[src/rtl/ultrasonic_multi_ranger_pkg.sv]
// Shared types and constants for the multi-channel HC-SR04 ranging controller.
package ultrasonic_multi_ranger_pkg;

   typedef enum logic [2:0] {
      StIdle,
      StTrig,
      StWaitEcho,
      StMeas,
      StDone,
      StGap
   } state_e;

   localparam int unsigned UsPerCm = 58;

   // Index width that stays at least one bit wide for a single-channel build.
   function automatic int unsigned clog2_min1(input int unsigned n);
      int unsigned w;
      w = 0;
      while ((32'd1 << w) < n) begin
         w++;
      end
      return (w == 0) ? 1 : w;
   endfunction

endpackage

[src/rtl/ultrasonic_multi_ranger_us_tick_gen.sv]
// Microsecond strobe prescaler with synchronous restart.
module ultrasonic_multi_ranger_us_tick_gen #(
   parameter int unsigned Div = 125
) (
   input  logic clk_i,
   input  logic rst_ni,
   input  logic clr_i,
   output logic tick_o
);

   localparam int unsigned CntW = (Div > 1) ? $clog2(Div) : 1;
   localparam logic [CntW-1:0] Last = CntW'(Div - 1);
   // The clear cycle itself counts, so the first tick lands Div clocks after the restart edge.
   localparam logic [CntW-1:0] Restart = (Div > 1) ? CntW'(1) : '0;

   logic [CntW-1:0] cnt_q;

   always_ff @(posedge clk_i or negedge rst_ni) begin
      if (!rst_ni) begin
         cnt_q <= '0;
      end else if (clr_i) begin
         cnt_q <= Restart;
      end else if (cnt_q == Last) begin
         cnt_q <= '0;
      end else begin
         cnt_q <= cnt_q + CntW'(1);
      end
   end

   assign tick_o = clr_i ? (Div == 1) : (cnt_q == Last);

endmodule

[src/rtl/ultrasonic_multi_ranger.sv]
// Round-robin HC-SR04 ranging controller for NUM_CH sensors with per-channel timeout flags.
// Define ULTRASONIC_AVG_EN to store the average of the new and previous good reading.
module ultrasonic_multi_ranger
   import ultrasonic_multi_ranger_pkg::*;
#(
   parameter int unsigned CLK_HZ     = 125_000_000,
   parameter int unsigned NUM_CH     = 4,
   parameter int unsigned DIST_W     = 9,
   parameter int unsigned TRIG_US    = 10,
   parameter int unsigned TIMEOUT_US = 30000,
   parameter int unsigned GAP_US     = 5000,
   localparam int unsigned ChW       = clog2_min1(NUM_CH)
) (
   input  logic                     clk_i,
   input  logic                     rst_ni,
   input  logic                     start_i,
   input  logic                     continuous_i,
   input  logic [NUM_CH-1:0]        echo_i,
   output logic [NUM_CH-1:0]        trig_o,
   output logic [NUM_CH*DIST_W-1:0] distance_o,
   output logic [NUM_CH-1:0]        timeout_o,
   output logic                     dist_valid_o,
   output logic [ChW-1:0]           valid_ch_o,
   output logic                     busy_o
);

   localparam int unsigned TickDiv = CLK_HZ / 1_000_000;
   localparam int unsigned MaxTg   = (TRIG_US > GAP_US) ? TRIG_US : GAP_US;
   localparam int unsigned MaxUs   = (TIMEOUT_US > MaxTg) ? TIMEOUT_US : MaxTg;
   localparam int unsigned UsW     = $clog2(MaxUs + 1);
   localparam int unsigned CmDivW  = $clog2(UsPerCm);
   localparam logic [DIST_W-1:0] DistMax = '1;

   state_e                         state_q;
   logic [ChW-1:0]                 ch_q;
   logic [ChW-1:0]                 ch_nxt;
   logic [UsW-1:0]                 us_cnt_q;
   logic [CmDivW-1:0]              cm_div_q;
   logic [DIST_W-1:0]              cm_q;
   logic                           err_q;
   logic                           tclr_q;
   logic                           valid_q;
   logic [ChW-1:0]                 valid_ch_q;
   logic                           echo_prev_q;
   logic [NUM_CH-1:0]              echo_meta_q;
   logic [NUM_CH-1:0]              echo_sync_q;
   logic [NUM_CH-1:0]              trig_q;
   logic [NUM_CH-1:0]              timeout_q;
   logic [NUM_CH-1:0][DIST_W-1:0]  dist_q;
   logic [DIST_W-1:0]              dist_new;
   logic                           us_tick;
   logic                           echo_sel;
   logic                           echo_rise;

   ultrasonic_multi_ranger_us_tick_gen #(
      .Div (TickDiv)
   ) u_tick (
      .clk_i  (clk_i),
      .rst_ni (rst_ni),
      .clr_i  (tclr_q),
      .tick_o (us_tick)
   );

   always_ff @(posedge clk_i or negedge rst_ni) begin
      if (!rst_ni) begin
         echo_meta_q <= '0;
         echo_sync_q <= '0;
      end else begin
         echo_meta_q <= echo_i;
         echo_sync_q <= echo_meta_q;
      end
   end

   assign echo_sel  = echo_sync_q[ch_q];
   assign echo_rise = echo_sel & ~echo_prev_q;
   assign ch_nxt    = ch_q + ChW'(1);

`ifdef ULTRASONIC_AVG_EN
   logic [NUM_CH-1:0] have_prev_q;
   logic [DIST_W:0]   avg_sum;

   always_comb begin
      avg_sum  = {1'b0, cm_q} + {1'b0, dist_q[ch_q]};
      dist_new = have_prev_q[ch_q] ? avg_sum[DIST_W:1] : cm_q;
   end

   // A timeout forgets the history so the next good reading is stored as-is.
   always_ff @(posedge clk_i or negedge rst_ni) begin
      if (!rst_ni) begin
         have_prev_q <= '0;
      end else if (state_q == StDone) begin
         have_prev_q[ch_q] <= ~err_q;
      end
   end
`else
   assign dist_new = cm_q;
`endif

   always_ff @(posedge clk_i or negedge rst_ni) begin
      if (!rst_ni) begin
         state_q     <= StIdle;
         ch_q        <= '0;
         us_cnt_q    <= '0;
         cm_div_q    <= '0;
         cm_q        <= '0;
         err_q       <= 1'b0;
         tclr_q      <= 1'b0;
         valid_q     <= 1'b0;
         valid_ch_q  <= '0;
         echo_prev_q <= 1'b0;
         trig_q      <= '0;
         timeout_q   <= '0;
         dist_q      <= '0;
      end else begin
         valid_q     <= 1'b0;
         tclr_q      <= 1'b0;
         echo_prev_q <= echo_sel;
         unique case (state_q)
            StIdle: begin
               if (start_i || continuous_i) begin
                  ch_q      <= '0;
                  trig_q[0] <= 1'b1;
                  us_cnt_q  <= '0;
                  tclr_q    <= 1'b1;
                  state_q   <= StTrig;
               end
            end
            StTrig: begin
               if (us_tick) begin
                  if (us_cnt_q == UsW'(TRIG_US - 1)) begin
                     trig_q   <= '0;
                     us_cnt_q <= '0;
                     tclr_q   <= 1'b1;
                     state_q  <= StWaitEcho;
                  end else begin
                     us_cnt_q <= us_cnt_q + UsW'(1);
                  end
               end
            end
            StWaitEcho: begin
               if (echo_rise) begin
                  us_cnt_q <= '0;
                  cm_div_q <= '0;
                  cm_q     <= '0;
                  tclr_q   <= 1'b1;
                  state_q  <= StMeas;
               end else if (us_tick) begin
                  if (us_cnt_q == UsW'(TIMEOUT_US - 1)) begin
                     err_q   <= 1'b1;
                     state_q <= StDone;
                  end else begin
                     us_cnt_q <= us_cnt_q + UsW'(1);
                  end
               end
            end
            StMeas: begin
               // The tick coinciding with the observed fall still counts toward the echo time.
               if (us_tick) begin
                  if (cm_div_q == CmDivW'(UsPerCm - 1)) begin
                     cm_div_q <= '0;
                     if (cm_q != DistMax) begin
                        cm_q <= cm_q + DIST_W'(1);
                     end
                  end else begin
                     cm_div_q <= cm_div_q + CmDivW'(1);
                  end
               end
               if (!echo_sel) begin
                  err_q   <= 1'b0;
                  state_q <= StDone;
               end else if (us_tick) begin
                  if (us_cnt_q == UsW'(TIMEOUT_US - 1)) begin
                     err_q   <= 1'b1;
                     state_q <= StDone;
                  end else begin
                     us_cnt_q <= us_cnt_q + UsW'(1);
                  end
               end
            end
            StDone: begin
               dist_q[ch_q]    <= err_q ? DistMax : dist_new;
               timeout_q[ch_q] <= err_q;
               valid_q         <= 1'b1;
               valid_ch_q      <= ch_q;
               us_cnt_q        <= '0;
               state_q         <= StGap;
            end
            StGap: begin
               if (us_tick) begin
                  if (us_cnt_q == UsW'(GAP_US - 1)) begin
                     us_cnt_q <= '0;
                     if (ch_q != ChW'(NUM_CH - 1)) begin
                        ch_q           <= ch_nxt;
                        trig_q[ch_nxt] <= 1'b1;
                        tclr_q         <= 1'b1;
                        state_q        <= StTrig;
                     end else begin
                        ch_q <= '0;
                        if (continuous_i) begin
                           trig_q[0] <= 1'b1;
                           tclr_q    <= 1'b1;
                           state_q   <= StTrig;
                        end else begin
                           state_q <= StIdle;
                        end
                     end
                  end else begin
                     us_cnt_q <= us_cnt_q + UsW'(1);
                  end
               end
            end
            default: state_q <= StIdle;
         endcase
      end
   end

   assign trig_o       = trig_q;
   assign distance_o   = dist_q;
   assign timeout_o    = timeout_q;
   assign dist_valid_o = valid_q;
   assign valid_ch_o   = valid_ch_q;
   assign busy_o       = (state_q != StIdle);

endmodule

[config.mk]
export PLATFORM = sky130hd
export DESIGN_NAME = ultrasonic_multi_ranger
export DESIGN_NICKNAME = d
export VERILOG_FILES = /design/src/rtl/ultrasonic_multi_ranger_pkg.sv /design/src/rtl/ultrasonic_multi_ranger_us_tick_gen.sv /design/src/rtl/ultrasonic_multi_ranger.sv
export SDC_FILE = /design/constraint.sdc
export NUM_CORES = 1
export LEC_CHECK = 0
export BUFFER_PORTS_ARGS = -buffer_cell sky130_fd_sc_hd__buf_2
export CORE_ASPECT_RATIO = 1.4
export CORE_MARGIN = 5
export CORE_UTILIZATION = 50
export DETAILED_ROUTE_END_ITERATION = 10
export GPL_TIMING_DRIVEN = 0
export PLACE_DENSITY_LB_ADDON = 0.08
export SETUP_SLACK_MARGIN = 0.5
export SYNTH_ARGS = -nofsm -noshare
export SYNTH_HDL_FRONTEND = slang
export SYNTH_SLANG_ARGS = --single-unit
[constraint.sdc]
create_clock -name clk_i -period 2.8 [get_ports clk_i]
set_input_delay 0 -clock clk_i [delete_from_list [all_inputs] [get_ports clk_i]]
set_output_delay 0 -clock clk_i [all_outputs]
set_load 0.01 [all_outputs]
Word level (Yosys, flattened, before mapping) --
Cells that the tools add are included.
Cells by class: add/sub/neg operators 5, order comparisons 4, equality and inequality tests 25, muxes and demuxes 75, bitwise gates (word level) 3, reduce and logical (&&, ||, !) cells 18
Operator list (number):
- 15-bit two-way mux | 9
- 15-bit one-hot mux with 6 select lines | 1
- 9-bit two-way mux | 6
- 36-bit bitwise mux | 1
- 3-bit two-way mux | 10
- 1-bit two-way mux | 22
- 2-bit inequality test (second input constant) | 10
- 9-bit demux with 2-bit select | 1
- 6-bit two-way mux | 3
- 3-bit one-hot mux with 6 select lines | 1
- 9-bit one-hot mux with 2 select lines | 1
- 4-bit two-way mux | 4
- 15-bit by 1-bit adder with 15-bit output (second input constant) | 1
- 15-bit by 13-bit == test with 1-bit output (second input constant) | 1
- 15-bit == test (second input constant) | 1
- 15-bit by 4-bit == test with 1-bit output (second input constant) | 1
- 5-bit AND reduction | 3
- 7-bit two-way mux | 2
- 6-bit one-hot mux with 2 select lines | 1
- 9-bit by 1-bit adder with 9-bit output (second input constant) | 1
- 9-bit inequality test (second input constant) | 1
- 2-bit two-way mux | 4
- 7-bit by 1-bit adder with 7-bit output (second input constant) | 1
- 7-bit == test (second input constant) | 1
- 32 further kinds | 43
Storage, ports and cells: flip-flop bits (word level) 100, bits of input ports 8, output and inout port bits 48, logic and storage cells 150

Logic depth before layout (Yosys ltp) --
depth after elaboration 10, gate-level depth with buffers 8, gate-level depth less buffers 8

Hierarchy --
From an unflattened synthesis, not the netlist that was laid out.
Unflattened totals: cells, all modules 501, area, all modules 4822.1 sq um
Modules (own cells, without submodules):
- ultrasonic_multi_ranger | instances 1, cells an instance 464, area an instance 4465.5 sq um
- ultrasonic_multi_ranger_us_tick_gen | instances 1, cells an instance 37, area an instance 356.6 sq um

Worst setup path after synthesis --
Ideal clock, no wire load.
kind reg2reg, start reg us_cnt_q[5], end reg us_cnt_q[6], data arrival time 2.289 ns, required time 2.679 ns, slack 0.390 ns, stages on the path, launching flop included 9, period minus slack after synthesis 2.410 ns, path through dfrtp_1 buf_6 or4_4 or4_4 buf_6 a221oi_2 buf_4 a41oi_1 o22a_1
Between the ends: word-level cells in the longest chain between the ends 5
Ends and longest elaborated chain:
- start: declaration | line ultrasonic_multi_ranger.sv:37 | logic [UsW-1:0] us_cnt_q;
- start signal: assignment | line ultrasonic_multi_ranger.sv:136 | us_cnt_q <= us_cnt_q + UsW'(1);
- start signal: assignment | line ultrasonic_multi_ranger.sv:152 | us_cnt_q <= us_cnt_q + UsW'(1);
- start signal: assignment | line ultrasonic_multi_ranger.sv:176 | us_cnt_q <= us_cnt_q + UsW'(1);
- 15-bit by 1-bit adder with 15-bit output or 15-bit == test (tied branches)
- 15-bit two-way mux | line ultrasonic_multi_ranger.sv:148, ultrasonic_multi_ranger.sv:172
- 15-bit two-way mux | line ultrasonic_multi_ranger.sv:171 | end else if (us_tick) begin
- 15-bit two-way mux, on equally long branches | line ultrasonic_multi_ranger.sv:168, ultrasonic_multi_ranger.sv:141
- 15-bit one-hot mux with 6 select lines (*) | line ultrasonic_multi_ranger.sv:118 | unique case (state_q)
Every way passes the cells marked *; elsewhere a longest branch is shown, timed or not. The select of a mux whose other input is x is not followed. A chain may end at the register's enable or synchronous reset.

Final worst setup path --
start reg us_cnt_q[13], end reg us_cnt_q[11]
Between the ends: word-level cells in the longest chain between the ends 5
Ends and longest elaborated chain (line):
- 15-bit == test | ultrasonic_multi_ranger.sv:148, ultrasonic_multi_ranger.sv:172
- 15-bit two-way mux (2 in a row)
- 15-bit two-way mux, on equally long branches
- 15-bit one-hot mux with 6 select lines (*) | ultrasonic_multi_ranger.sv:118
Marks and branches as above.

==> run summary <==
Of the post-synthesis cell area, the dominant cell type holds 0.518. From bottom edge to top edge, the die measures 126 um. The proportion of power drawn by the clock network is 0.442. The critical path ends at us_cnt_q[11].

The total number of placement rows came out at 42. For the worst flop-to-flop path, the logic depth is 7. The worst clock skew is 0.00990 ns. The weighted congestion reported at the end of routability-driven placement is 0.928. The ratio of cells with drive above 1 in the final layout is 0.267. The portion of the post-synthesis area used by sequential elements is 0.518. The register bit total from synthesis came out at 100. The maximum number of pins on one net before global-route repair came out at 66. The total clock buffers created by CTS came out at 9. The critical path is of the reg2reg type. The signal on the critical path passes through or4_4 > or4_4 > buf_6 > a221oi_4 > buf_6 > a31oi_1 > o22a_1.

In this run the critical register-to-register path is launched from us_cnt_q[13]. By count the netlist is led by sky130_fd_sc_hd__dfrtp_1 (100), sky130_fd_sc_hd__nor2_1 (69), sky130_fd_sc_hd__a21oi_1 (46), sky130_fd_sc_hd__nand2_1 (30), sky130_fd_sc_hd__nand3_1 (25). The post-CTS clock slew at the launch and capture registers of the worst setup and hold paths is 0.07 ns. The CTS root buffer is sky130_fd_sc_hd__clkbuf_16. In the final routed layout, each cell accounts on average for 17.6 um.

Pin placement for this block handled 56 I/O pins. The switching part of the total is 0.219. The count of maximum capacitance violations is 0. The number of antenna-violating nets in the routed design came out at 0. Setup repair after global routing could not meet its margin everywhere. The setup slack of the most critical reg-to-reg path came out at 0.37 ns.

The leading cell type by number of instances after synthesis is sky130_fd_sc_hd__dfrtp_1. The final period utilization came out at 0.867. By area the synthesized netlist is led by sky130_fd_sc_hd__dfrtp_1 (52%), sky130_fd_sc_hd__nor2_1 (5.4%), sky130_fd_sc_hd__a21oi_1 (4.8%). The antenna diode count came out at 0.

On the worst path, the slowest cell contributes a delay of 0.55 ns. The flow ran to the end, and the final reports show no timing, DRC or antenna violations. The share of power burned in combinational logic came out at 0.020.

The number of clock sinks seen by CTS is 100. Among all flip-flop cells after synthesis, the most frequent one is sky130_fd_sc_hd__dfrtp_1. The insertion delay of the later-clocked pin in the worst-skew pair is 0.35 ns.

The die area is 11700 um^2. The via count of the first global-routing pass came out at 4107. The detailed-placement wirelength estimate came out at 8560 um. On the critical path, the stage with the largest delay is an instance of sky130_fd_sc_hd__or4_4. The type of element capturing the critical path is a register.

The worst-case clock buffer depth is 2. The worst hold path stage count is 3. The leading area contributor after synthesis is sky130_fd_sc_hd__dfrtp_1. The power density normalized to cell area came out at 449 nW/um^2.

The top fanout value on the critical path is 5. Data on the critical path arrives at its endpoint at 2.66 ns. The wire length of the first global-routing pass is 20300 um. The number of antenna violations at the first check in global routing is 0. For this run, asynchronously set or reset flops after synthesis account for 1.00. The remaining design rule violation count came out at 0.

The total routed wirelength came out at 12300 um. For this run the aggregate overflow at the end of global routing stands at 0. The H-tree was split into 3 levels. The final-report max-slew violation count is 0. A synthesized cell averages 9.91 um^2. The top achievable clock speed is 412 MHz. The chip width came out at 93.0 um.

The via density per instance is 5.91. The synthesized netlist occupies a cell area of 4830 um^2. The first routing iteration left 99 violations.

The post-synthesis net count came out at 511. The worst setup path is launched from a register. The length of the first detailed-routing pass in iterations is 4. For this configuration, the core starts out at a cell density of 0.510. The net total in the final layout is 606. For this run, the total global-route usage over all layers was measured as 0.218.

The synthesized instance count came out at 487. The total internal power came out at 2110 uW. At the end of the flow the core is filled with cells to 0.635. The count of flip-flops with a built-in enable after synthesis came out at 0. The critical path starts at us_cnt_q[13]. The max-slew headroom at the worst pin is 0.455. The worst register-to-register path ends at us_cnt_q[11]. The final period demand of the worst path came out at 2.43 ns. The worst-case IR drop observed on VDD is 0.278 mV. The critical path data required time came out at 3.03 ns. The post-synthesis to final-layout area growth came out at 24.4%. The overall via count from detail_route is 4119. The leakage power figure is 0.00283 uW. Setup violations remaining at the end of the flow were counted as 0. The standard cell core area came out at 9460 um^2. TritonCTS built the clock tree. The count of cell types in the netlist came out at 58. Yosys printed 0 warnings. The portion of total power attributed to sequential cells is 0.538. In the final timing run, aggregate negative setup slack is 0 ns. The net switching power figure came out at 591 uW.

The count of endpoints failing hold in the final timing report came out at 0. The transition at the pin with the smallest max-transition slack came out at 0.811 ns. The min-delay analysis places its worst path in the category in2reg. The number of buffer cells added on primary ports came out at 55.
## sequential cells by signal (all words and copies together) (netlist names)
signal and flops:
echo_prev_q 1, trig_o 4, echo_meta_q 4, echo_sync_q 4
valid_ch_o 2, dist_valid_o 1, cm_div_q 6, state_q 3
err_q 1, tclr_q 1, us_cnt_q 15, distance_o 36
ch_q 2, cm_q 9, timeout_o 4, u_tick.cnt_q 7
## critical path, delay by kind of cell (launching register included)
kind	cells	cell delay, ns
AOI/OAI and AO/OA	3	0.60
and+or+nand+nor	2	0.98
buffers and inverters	2	0.33
DFF	1	0.40
## cell usage in the layout, fill, tap and decap left out, types with 6 or more instances in the layout
| master | count |
|---|---|
| sky130_fd_sc_hd__dfrtp_1 | 95 |
| sky130_fd_sc_hd__nor2_1 | 66 |
| sky130_fd_sc_hd__buf_2 | 56 |
| sky130_fd_sc_hd__a21oi_1 | 45 |
| sky130_fd_sc_hd__nand2_1 | 27 |
| sky130_fd_sc_hd__nand3_1 | 22 |
| sky130_fd_sc_hd__buf_4 | 20 |
| sky130_fd_sc_hd__inv_1 | 17 |
| sky130_fd_sc_hd__o21ai_0 | 16 |
| sky130_fd_sc_hd__ha_1 | 16 |
| sky130_fd_sc_hd__and3_1 | 13 |
| sky130_fd_sc_hd__a31oi_1 | 10 |
| sky130_fd_sc_hd__o22a_1 | 10 |
| sky130_fd_sc_hd__nand4_1 | 9 |
| sky130_fd_sc_hd__clkbuf_16 | 9 |
| sky130_fd_sc_hd__clkbuf_2 | 8 |
| sky130_fd_sc_hd__buf_6 | 8 |
| sky130_fd_sc_hd__clkbuf_1 | 6 |
| sky130_fd_sc_hd__a211oi_1 | 6 |
## per-layer routing
metal,wire [um],part of all wire,track usage,up-vias
met1,4850,0.39,0.255,2014
met3,446,0.036,0.0286,40
met4,485,0.039,0.116,0
li1,-,-,-,1949
met2,6510,0.53,0.382,116
met5,0,0,0,-
## power groups by stage
stage	Sequential, uW	Clock, uW	Combinational [uW]
2_1_floorplan	1480	0	6.70
3_3_place_gp	1480	0	42.0
3_5_place_dp	1480	0	48.4
4_1_cts	1450	1220	54.4
5_1_grt	1450	1290	62.2
6_report	1450	1190	53.2
## through the flow
stage	total power [uW]	std cells	hold WS (ns)	cell area, um^2	setup WS, ns
2_1_floorplan	1490	487	-0.296	4850	0.482
3_3_place_gp	1520	652	0.108	5260	0.255
3_5_place_dp	1530	653	0.00167	5290	0.244
4_1_cts	2730	691	0.0152	5890	0.390
5_1_grt	2800	697	0.0536	6000	0.249
6_report	2700	697	0.0336	6000	0.373
## how the worst min path moves through the flow
stage,to,slack [ns],from
4_1_cts,tclr_q,0.02,start_i
3_5_place_dp,cm_div_q[5],0.002,rst_ni
6_report,tclr_q,0.03,start_i
2_1_floorplan,ch_q[0],-0.30,rst_ni
5_1_grt,tclr_q,0.05,start_i
3_3_place_gp,echo_meta_q[0],0.11,echo_i[0]
## cells by family after synthesis
kind of cell	Yosys count	share of synthesized area
xor+xnor	7	0.0127
compound gates	130	0.180
flops	100	0.518
fa+ha+maj	16	0.0415
simple gates	187	0.193
buf+inv	40	0.0365
mux	7	0.0181
## repair_timing
action / CTS / global route
cloned: 2 / 0
endpoints found under the setup margin: 48 / 69
buffers inserted: 15 / 6
hold endpoints to repair: 39 / 0
hold buffers: 5 / 0
gates resized for setup: 38 / 27
pin swaps: 13 / 5
## final cells by class
cell class / instances / area [um^2]
fill: 814 / 3460
sequential: 100 / 2510
multi-input combinational: 347 / 2310
timing repair buffer: 84 / 543
clock buffer: 11 / 243
buffer: 23 / 149
tap: 110 / 138
inverter: 17 / 63.8
clock inverter: 5 / 43.8
Power figures use the tool's default switching activity.
